## config.mk

```make
export PLATFORM = sky130hd
export DESIGN_NAME = mult_pipe_flat
export DESIGN_NICKNAME = d
export VERILOG_FILES = /design/src/rtl/mult_pkg.sv /design/src/rtl/mult_pipe_if.sv /design/src/rtl/mult_pp_stage.sv /design/src/rtl/mult_pipe.sv /design/src/flat_wrapper.sv
export SDC_FILE = /design/constraint.sdc
export NUM_CORES = 1
export LEC_CHECK = 0
export CAP_MARGIN = 20
export CORE_MARGIN = 8
export CORE_UTILIZATION = 60
export CTS_BUF_LIST = sky130_fd_sc_hd__clkbuf_8
export DETAILED_ROUTE_END_ITERATION = 8
export PLACE_DENSITY = 0.78
export SYNTH_ARGS = -nofsm -noshare
export SYNTH_HDL_FRONTEND = slang
export SYNTH_HIERARCHICAL = 1
export SYNTH_SLANG_ARGS = --single-unit
```

## constraint.sdc

```tcl
create_clock -name clock -period 10.8 [get_ports clock]
set_clock_uncertainty 0.1 [all_clocks]
set_input_delay 1.62 -clock clock [delete_from_list [all_inputs] [get_ports clock]]
set_output_delay 1.62 -clock clock [all_outputs]
set_load 0.01 [all_outputs]
```

## src/rtl/mult_pkg.sv

```systemverilog
// ---------------------------------------------------------------------------
// mult_pkg
//   Shared sizing helpers for the pipelined multiplier.
//   - ceil_div       : integer ceiling division
//   - min_int        : integer minimum, used to clip the last row range
//   - prod_width     : full product width (WA + WB)
//   - rows_per_stage : partial-product rows handled per pipeline stage
//   - payload_width  : packed width of the per-stage payload
//                      {sum, a_ext, b_rem, tc}
// ---------------------------------------------------------------------------
package mult_pkg;

  localparam int OPERAND_W_MIN = 2;
  localparam int OPERAND_W_MAX = 32;

  function automatic int ceil_div(input int n, input int d);
    return (n + d - 1) / d;
  endfunction

  function automatic int min_int(input int x, input int y);
    return (x < y) ? x : y;
  endfunction

  function automatic int prod_width(input int wa, input int wb);
    return wa + wb;
  endfunction

  function automatic int rows_per_stage(input int wb, input int stages);
    return ceil_div(wb, stages);
  endfunction

  // sum and a_ext are product-wide, b_rem carries the multiplier, plus tc.
  function automatic int payload_width(input int wa, input int wb);
    return 2 * prod_width(wa, wb) + wb + 1;
  endfunction

endpackage

```

## src/rtl/mult_pipe_if.sv

```systemverilog
// ---------------------------------------------------------------------------
// mult_pipe_if
//   Operand and result handshakes of the pipelined multiplier.
//   Producer side : in_valid, in_ready, in_a[WA], in_b[WB], in_tc
//   Consumer side : out_valid, out_ready, out_p[WA+WB], out_tc
//   modport master : the environment (drives operands, accepts results)
//   modport slave  : the multiplier itself
// ---------------------------------------------------------------------------
interface mult_pipe_if #(
  parameter int WA = 8,
  parameter int WB = 8
);

  logic              in_valid;
  logic              in_ready;
  logic [WA-1:0]     in_a;
  logic [WB-1:0]     in_b;
  logic              in_tc;
  logic              out_valid;
  logic              out_ready;
  logic [WA+WB-1:0]  out_p;
  logic              out_tc;

  modport master (
    output in_valid, in_a, in_b, in_tc, out_ready,
    input  in_ready, out_valid, out_p, out_tc
  );

  modport slave (
    input  in_valid, in_a, in_b, in_tc, out_ready,
    output in_ready, out_valid, out_p, out_tc
  );

endinterface

```

## src/rtl/mult_pp_stage.sv

```systemverilog
// ---------------------------------------------------------------------------
// mult_pp_stage
//   One register stage of the pipelined multiplier. Adds partial-product
//   rows ROW_LO..ROW_HI of a*b into the running sum and registers the
//   result together with the operands and the signed-mode flag.
//   Ports:
//     clock, reset_n : clock, synchronous active-low reset
//     valid_i/ready_o: upstream handshake (ready_o = !v || ready_i)
//     ready_i        : downstream stage (or consumer) ready
//     pl_i           : incoming payload {sum, a_ext, b_rem, tc}
//     v_o, pl_o      : registered valid bit and payload
// ---------------------------------------------------------------------------
module mult_pp_stage
  import mult_pkg::*;
#(
  parameter int WA     = 8,
  parameter int WB     = 8,
  parameter int ROW_LO = 0,
  parameter int ROW_HI = 1
) (
  input  logic                                clock,
  input  logic                                reset_n,
  input  logic                                valid_i,
  output logic                                ready_o,
  input  logic                                ready_i,
  input  logic [payload_width(WA, WB)-1:0]    pl_i,
  output logic                                v_o,
  output logic [payload_width(WA, WB)-1:0]    pl_o
);

  localparam int PW = prod_width(WA, WB);

  typedef struct packed {
    logic [PW-1:0] sum;
    logic [PW-1:0] a_ext;
    logic [WB-1:0] b_rem;
    logic          tc;
  } payload_t;

  payload_t pl_in;
  payload_t pl_d;
  payload_t pl_q;
  logic     v_q;

  assign pl_in = pl_i;

  // Row r has weight 2^r; in signed mode the top multiplier bit has
  // weight -2^(WB-1), so that row is subtracted instead of added.
  always_comb begin
    pl_d = pl_in;
    for (int r = 0; r < WB; r++) begin
      if (r >= ROW_LO && r <= ROW_HI && pl_in.b_rem[r]) begin
        if (pl_in.tc && r == WB - 1) begin
          pl_d.sum = pl_d.sum - (pl_in.a_ext << r);
        end else begin
          pl_d.sum = pl_d.sum + (pl_in.a_ext << r);
        end
      end
    end
  end

  // A stage can take a new beat when empty or when its own beat leaves.
  assign ready_o = !v_q || ready_i;

  always_ff @(posedge clock) begin
    if (!reset_n) begin
      v_q  <= 1'b0;
      pl_q <= '0;
    end else if (ready_o) begin
      v_q <= valid_i;
      if (valid_i) begin
        pl_q <= pl_d;
      end
    end
  end

  assign v_o  = v_q;
  assign pl_o = pl_q;

endmodule

```

## src/rtl/mult_pipe.sv

```systemverilog
// ---------------------------------------------------------------------------
// mult_pipe
//   Pipelined WA x WB integer multiplier, unsigned or two's complement per
//   beat, with valid/ready on both sides and per-stage back-pressure so
//   bubbles collapse.
//   Ports:
//     clock   : sole clock, rising edge
//     reset_n : synchronous active-low reset
//     bus     : mult_pipe_if.slave (operand and result handshakes)
//   Parameters: WA, WB (2..32), STAGES (1..WB register stages).
// ---------------------------------------------------------------------------
module mult_pipe
  import mult_pkg::*;
#(
  parameter int WA     = 8,
  parameter int WB     = 8,
  parameter int STAGES = 4
) (
  input  logic        clock,
  input  logic        reset_n,
  mult_pipe_if.slave  bus
);

  localparam int PW  = prod_width(WA, WB);
  localparam int R   = rows_per_stage(WB, STAGES);
  localparam int PLW = payload_width(WA, WB);

  typedef struct packed {
    logic [PW-1:0] sum;
    logic [PW-1:0] a_ext;
    logic [WB-1:0] b_rem;
    logic          tc;
  } payload_t;

  // Index s is the input of stage s; index STAGES is the pipe output.
  logic [STAGES:0] valid_c;
  logic [STAGES:0] ready_c;
  logic [PLW-1:0]  pl_c [STAGES+1];

  payload_t pl_first;
  payload_t pl_last;
  logic     unused_payload;

  // Sign extension of a only applies in signed mode.
  always_comb begin
    pl_first       = '0;
    pl_first.a_ext = {{(PW-WA){bus.in_tc & bus.in_a[WA-1]}}, bus.in_a};
    pl_first.b_rem = bus.in_b;
    pl_first.tc    = bus.in_tc;
  end

  assign valid_c[0]      = bus.in_valid;
  assign pl_c[0]         = pl_first;
  assign ready_c[STAGES] = bus.out_ready;

  genvar gi;
  generate
    for (gi = 0; gi < STAGES; gi++) begin : g_stage
      mult_pp_stage #(
        .WA     (WA),
        .WB     (WB),
        .ROW_LO (gi * R),
        .ROW_HI (min_int(WB, (gi + 1) * R) - 1)
      ) u_stage (
        .clock   (clock),
        .reset_n (reset_n),
        .valid_i (valid_c[gi]),
        .ready_o (ready_c[gi]),
        .ready_i (ready_c[gi+1]),
        .pl_i    (pl_c[gi]),
        .v_o     (valid_c[gi+1]),
        .pl_o    (pl_c[gi+1])
      );
    end
  endgenerate

  // The stages ignore in_valid while in reset, but the producer must
  // not see a ready it could mistake for an accepted beat.
  assign bus.in_ready = reset_n & ready_c[0];

  assign pl_last       = pl_c[STAGES];
  assign bus.out_valid = valid_c[STAGES];
  assign bus.out_p     = pl_last.sum;
  assign bus.out_tc    = pl_last.tc;

  // Operands are fully consumed by the last stage.
  assign unused_payload = ^{pl_last.a_ext, pl_last.b_rem};

endmodule

```

## src/flat_wrapper.sv

```systemverilog
// flat-port wrapper written by rule: the top's interface ports become plain ports
module mult_pipe_flat import mult_pkg::*;
#(
  parameter int WA     = 8,
  parameter int WB     = 8,
  parameter int STAGES = 4
)
  (clock, reset_n, bus_in_valid, bus_in_a, bus_in_b, bus_in_tc, bus_out_ready, bus_in_ready, bus_out_valid, bus_out_p, bus_out_tc);
  mult_pipe_if #(.WA(WA), .WB(WB)) bus_i ();
  input  logic clock;
  input  logic reset_n;
  input wire logic [$bits(bus_i.in_valid)-1:0] bus_in_valid;
  input wire logic [$bits(bus_i.in_a)-1:0] bus_in_a;
  input wire logic [$bits(bus_i.in_b)-1:0] bus_in_b;
  input wire logic [$bits(bus_i.in_tc)-1:0] bus_in_tc;
  input wire logic [$bits(bus_i.out_ready)-1:0] bus_out_ready;
  output wire logic [$bits(bus_i.in_ready)-1:0] bus_in_ready;
  output wire logic [$bits(bus_i.out_valid)-1:0] bus_out_valid;
  output wire logic [$bits(bus_i.out_p)-1:0] bus_out_p;
  output wire logic [$bits(bus_i.out_tc)-1:0] bus_out_tc;
  assign bus_i.in_valid = bus_in_valid;
  assign bus_i.in_a = bus_in_a;
  assign bus_i.in_b = bus_in_b;
  assign bus_i.in_tc = bus_in_tc;
  assign bus_i.out_ready = bus_out_ready;
  assign bus_in_ready = bus_i.in_ready;
  assign bus_out_valid = bus_i.out_valid;
  assign bus_out_p = bus_i.out_p;
  assign bus_out_tc = bus_i.out_tc;
  mult_pipe #(.WA(WA), .WB(WB), .STAGES(STAGES)) u_core (.clock(clock), .reset_n(reset_n), .bus(bus_i));
endmodule
```

# Word-level counts from Yosys, hierarchy flattened
# Index checks and enable logic that the tools add are counted.
word_totals:
  in_bits: 21
  register_bits: 123
  word_cells: 49
classes:
  n_bitwise: 2
  muxes: 9
  addsub: 8
  n_reduce_logical: 12
ops:
  columns: ["op", "n"]
  rows:
  - ["two-way mux 16 bit", 9]
  - ["adder 16 bit", 7]
  - ["subtractor 16 bit", 1]
  - ["AND reduction 2 bit", 4]
  - ["zero test 1 bit", 4]
  - ["logical OR 1 bit", 4]
  - ["bitwise AND 1 bit", 2]

# Longest topological paths before layout
depth:
  word_depth: 6
  depth_mapped: 18
  mapped_depth_nobuf: 17

# Cells and area by module
# Netlist, hierarchy kept.
by_module_without_submodules:
  columns: ["mod", "seq_area_each_um2", "instances", "cells_per_inst", "area_per_inst_um2"]
  rows:
  - ["mult_pp_stage (u_core.g_stage[0].u_stage)", 840.8, 1, 404, 3168.0]
  - ["mult_pp_stage (u_core.g_stage[1].u_stage)", 840.8, 1, 380, 2942.8]
  - ["mult_pp_stage (u_core.g_stage[2].u_stage)", 840.8, 1, 327, 2597.5]
  - ["mult_pp_stage (u_core.g_stage[3].u_stage)", 840.8, 1, 328, 2516.2]
  - ["mult_pipe", 0.0, 1, 3, 16.3]

# Worst setup path before layout
# OpenSTA, ideal clock, no wires.
synth_timing:
  path_type: "input-to-reg"
  from: "in bus_in_tc"
  to: "reg u_core.g_stage[0].u_stage.pl_q, in the netlist u_core/g_stage[0].u_stage/pl_o[40]"
  slack_ps: 6166
  setup_ps: 60
  arrival_ps: 4473
  t_required_ps: 10640
  cell_stages: 15
  cell_sequence: "and2_1 -> ha_1 -> clkbuf_1 -> xnor2_1 -> nand2_1 -> mux2i_1 -> nor2_1 -> ha_1 -> a21oi_1 -> o21ai_0 -> nor3_1 -> o22a_1 -> nor2_1 -> a2111oi_0 -> a311o_1"
synth_via:
  elab_chain_len: 4
synth_lines:
  columns: ["item", "line_no", "text"]
  rows:
  - ["from (decl)", "flat_wrapper.sv:15", "input wire logic [$bits(bus_i.in_tc)-1:0] bus_in_tc;"]
  - ["bitwise AND 1 bit (*)", "mult_pipe.sv:47", "pl_first.a_ext = {{(PW-WA){bus.in_tc & bus.in_a[WA-1]}}, bus.in_a};"]
  - ["two-way mux 16 bit", "mult_pp_stage.sv:52", "if (r >= ROW_LO && r <= ROW_HI && pl_in.b_rem[r]) begin"]
  - ["adder 16 bit", "mult_pp_stage.sv:56", "pl_d.sum = pl_d.sum + (pl_in.a_ext << r);"]
  - ["two-way mux 16 bit (*)", "mult_pp_stage.sv:52", null]
  - ["to (signal assigned)", "mult_pp_stage.sv:72", "pl_q <= pl_d;"]
  - ["to (decl)", "mult_pp_stage.sv:42", "payload_t pl_q;"]
# Mark *: on every way between the ends. The rest lies on a longest branch, timed or not.
# A chain may end at the register's enable or synchronous reset.

# Worst setup path after layout
layout_timing:
  from: "in bus_out_ready"
  to: "out bus_in_ready"
layout_via:
  elab_chain_len: 5
layout_lines:
  columns: ["item", "line_no", "text"]
  rows:
  - ["from (decl)", "flat_wrapper.sv:16", "input wire logic [$bits(bus_i.out_ready)-1:0] bus_out_ready;"]
  - ["logical OR 1 bit", "mult_pp_stage.sv:63", "assign ready_o = !v_q || ready_i;"]
  - ["via u_core.ready_c[3]", "mult_pipe.sv:37", "logic [STAGES:0] ready_c;"]
  - ["logical OR 1 bit", "mult_pp_stage.sv:63", null]
  - ["via u_core.ready_c[2]", "mult_pipe.sv:37", null]
  - ["logical OR 1 bit", "mult_pp_stage.sv:63", null]
  - ["via u_core.ready_c[1]", "mult_pipe.sv:37", null]
  - ["logical OR 1 bit", "mult_pp_stage.sv:63", null]
  - ["via u_core.ready_c[0]", "mult_pipe.sv:37", null]
  - ["bitwise AND 1 bit", "mult_pipe.sv:79", "assign bus.in_ready = reset_n & ready_c[0];"]
  - ["to (decl)", "flat_wrapper.sv:17", "output wire logic [$bits(bus_i.in_ready)-1:0] bus_in_ready;"]
# The timed path passes the listed nets, and every way through them passes these cells.

==> out/results.txt <==
status - completed
CTS H-tree lvls - 4
final core occ - 67.42%
CP max FO - 4
first-pass GRT wire length - 39390 um
vias post-DR - 8981
# DRC - 0
Hold WS - 351.9 ps
die height - 143.1 um
LEAKAGE - 0.004388 uW
count of pins over their slew limit - 0
RSZ-0062 raised after global routing - false
initial core utilization - 61.20%
fraction of layout cells with a size suffix above 1 - 7.214%
Die Width - 143.1 um
port buffer count - 39
Total Negative Setup Slacks - 0 ps
total congestion overflow - 0
Die Area - 20470 um2
CTS tree - built
Post-DRT Antenna Nets - 0
final hold vios - 0
root buffer cell - clkbuf_8
post-CTS sizing - 0
yosys warns - 6
slowest CP cell - clkdlybuf4s50_1
Inserted Diodes - 0
largest net degree at the start of global routing - 46
Setup Buffers After CTS - 0
nets - 1419
Layout area overhead - 10.17%
# hold bufs at CTS - 0
per-cell routed wire length - 15.38 um
Tcrit/Tclk final - 48.67%
initial antenna violation count - 0
drt total wl - 23370 um
critical path endpoint category - primary output
Sink Count - 120
Tightest Pin Transition - 1044 ps
io pins - 40
Synth Instances - 1252
post-synthesis cell area - 9687 um2
core area - 15830 um2
setup ws final - 5544 ps
FP Rows - 46
PD cells - 113.8 nW/um2
Clock Pin Slew Worst Setup and Hold Paths - 70 ps
syn avg cell area - 7.737 um2
HP Class - reg -> reg
pre-CTS setup slack - 5192 ps
final critical-path required period - 5256 ps
arrival time at the worst endpoint - 3540 ps
total track usage - 23.52%
f_max - 0.1902 GHz
CTS buffer count - 17
worst setup path category - in -> out
relative slew slack - 30.37%
Final setup viols - 0
crit start category - input pin
R2R setup slack - 6660 ps
worst-skew pair later-pin latency - 460 ps
CP cell instances - clkdlybuf4s50_1 > nand2b_1 > nand2b_1 > nand2b_1 > or2b_1 > and2_1 > clkdlybuf4s50_1
maximum VDD drop - 0.08462 mV
routability cong. - 0.9262
Max Cap Viol - 0
Total Power - 1215 uW
DR pass1 iterations - 5
Longest Clk Path Bufs - 2
1st-iter DRT viols - 478
vias in the first global route - 8470
DP Wirelength - 17890 um
cell mode on critical path - nand2b_1
Worst EP required - 9080 ps
CP peak stage delay - 470 ps
Vias/cell - 5.912
-- sequential cells by signal, summed over array words and instances, names as in the netlist --
name                         count
u_core/g_stage.u_stage/v_o       4
u_core/g_stage.u_stage/pl_o    116
-- final cells by class --
| cell class | instances | area, um2 |
|---|---|---|
| fill | 1373 | 5156 |
| inverter | 41 | 153.9 |
| clock inverter | 14 | 147.6 |
| timing repair buffer | 49 | 465.4 |
| tap | 216 | 270.3 |
| multi-input combinational | 1061 | 6984 |
| sequential | 120 | 2402 |
| clock buffer | 18 | 247.7 |
-- path summary, 6_finish.rpt --
path | start | end | cells after the start
max | bus_out_ready | bus_in_ready | 7
max reg2reg | u_core/g_stage[0].u_stage/pl_o[9] | u_core/g_stage[1].u_stage/pl_o[40] | 17
min reg2reg | u_core/g_stage[1].u_stage/pl_o[28] | u_core/g_stage[2].u_stage/pl_o[28] | 2
min | u_core/g_stage[1].u_stage/pl_o[28] | u_core/g_stage[2].u_stage/pl_o[28] | 2
-- critical path, delay by kind of cell --
kind | cells | cell delay, ps
buffers and inverters | 2 | 870
and+or+nand+nor | 5 | 1040
-- through the flow --
step / cell area (um2) / std cells
after floorplan: 9826 / 1289
after global placement: 10280 / 1487
after detailed placement: 10280 / 1487
after CTS: 10670 / 1519
after global routing: 10670 / 1519
final: 10670 / 1519
-- report_power, final --
part / leakage (uW) / switching (uW) / total (uW) / internal [uW]
Sequential: 0.000978 / 17.8 / 479 / 461
Clock: 0.000194 / 194 / 406 / 212
Combinational: 0.00322 / 187 / 330 / 142
-- placed cells by master, fill, tap and decap left out, types with 26 or more instances in the layout --
cell type,n
a211oi_1,28
a21o_1,29
a21oi_1,171
clkdlybuf4s50_1,39
conb_1,38
dfxtp_1,120
ha_1,100
inv_1,38
nand2_1,198
nand3_1,26
nor2_1,76
o21ai_0,56
xnor2_1,46
-- routing by layer --
metal  track usage (%)  wire (um)  share of wire, %
met5                 0          0                 0
met4             8.781        582               2.5
met3             4.307        967               4.1
met2             41.35      11650                50
met1             27.80      10170                44
Power figures use the tool's default switching activity.
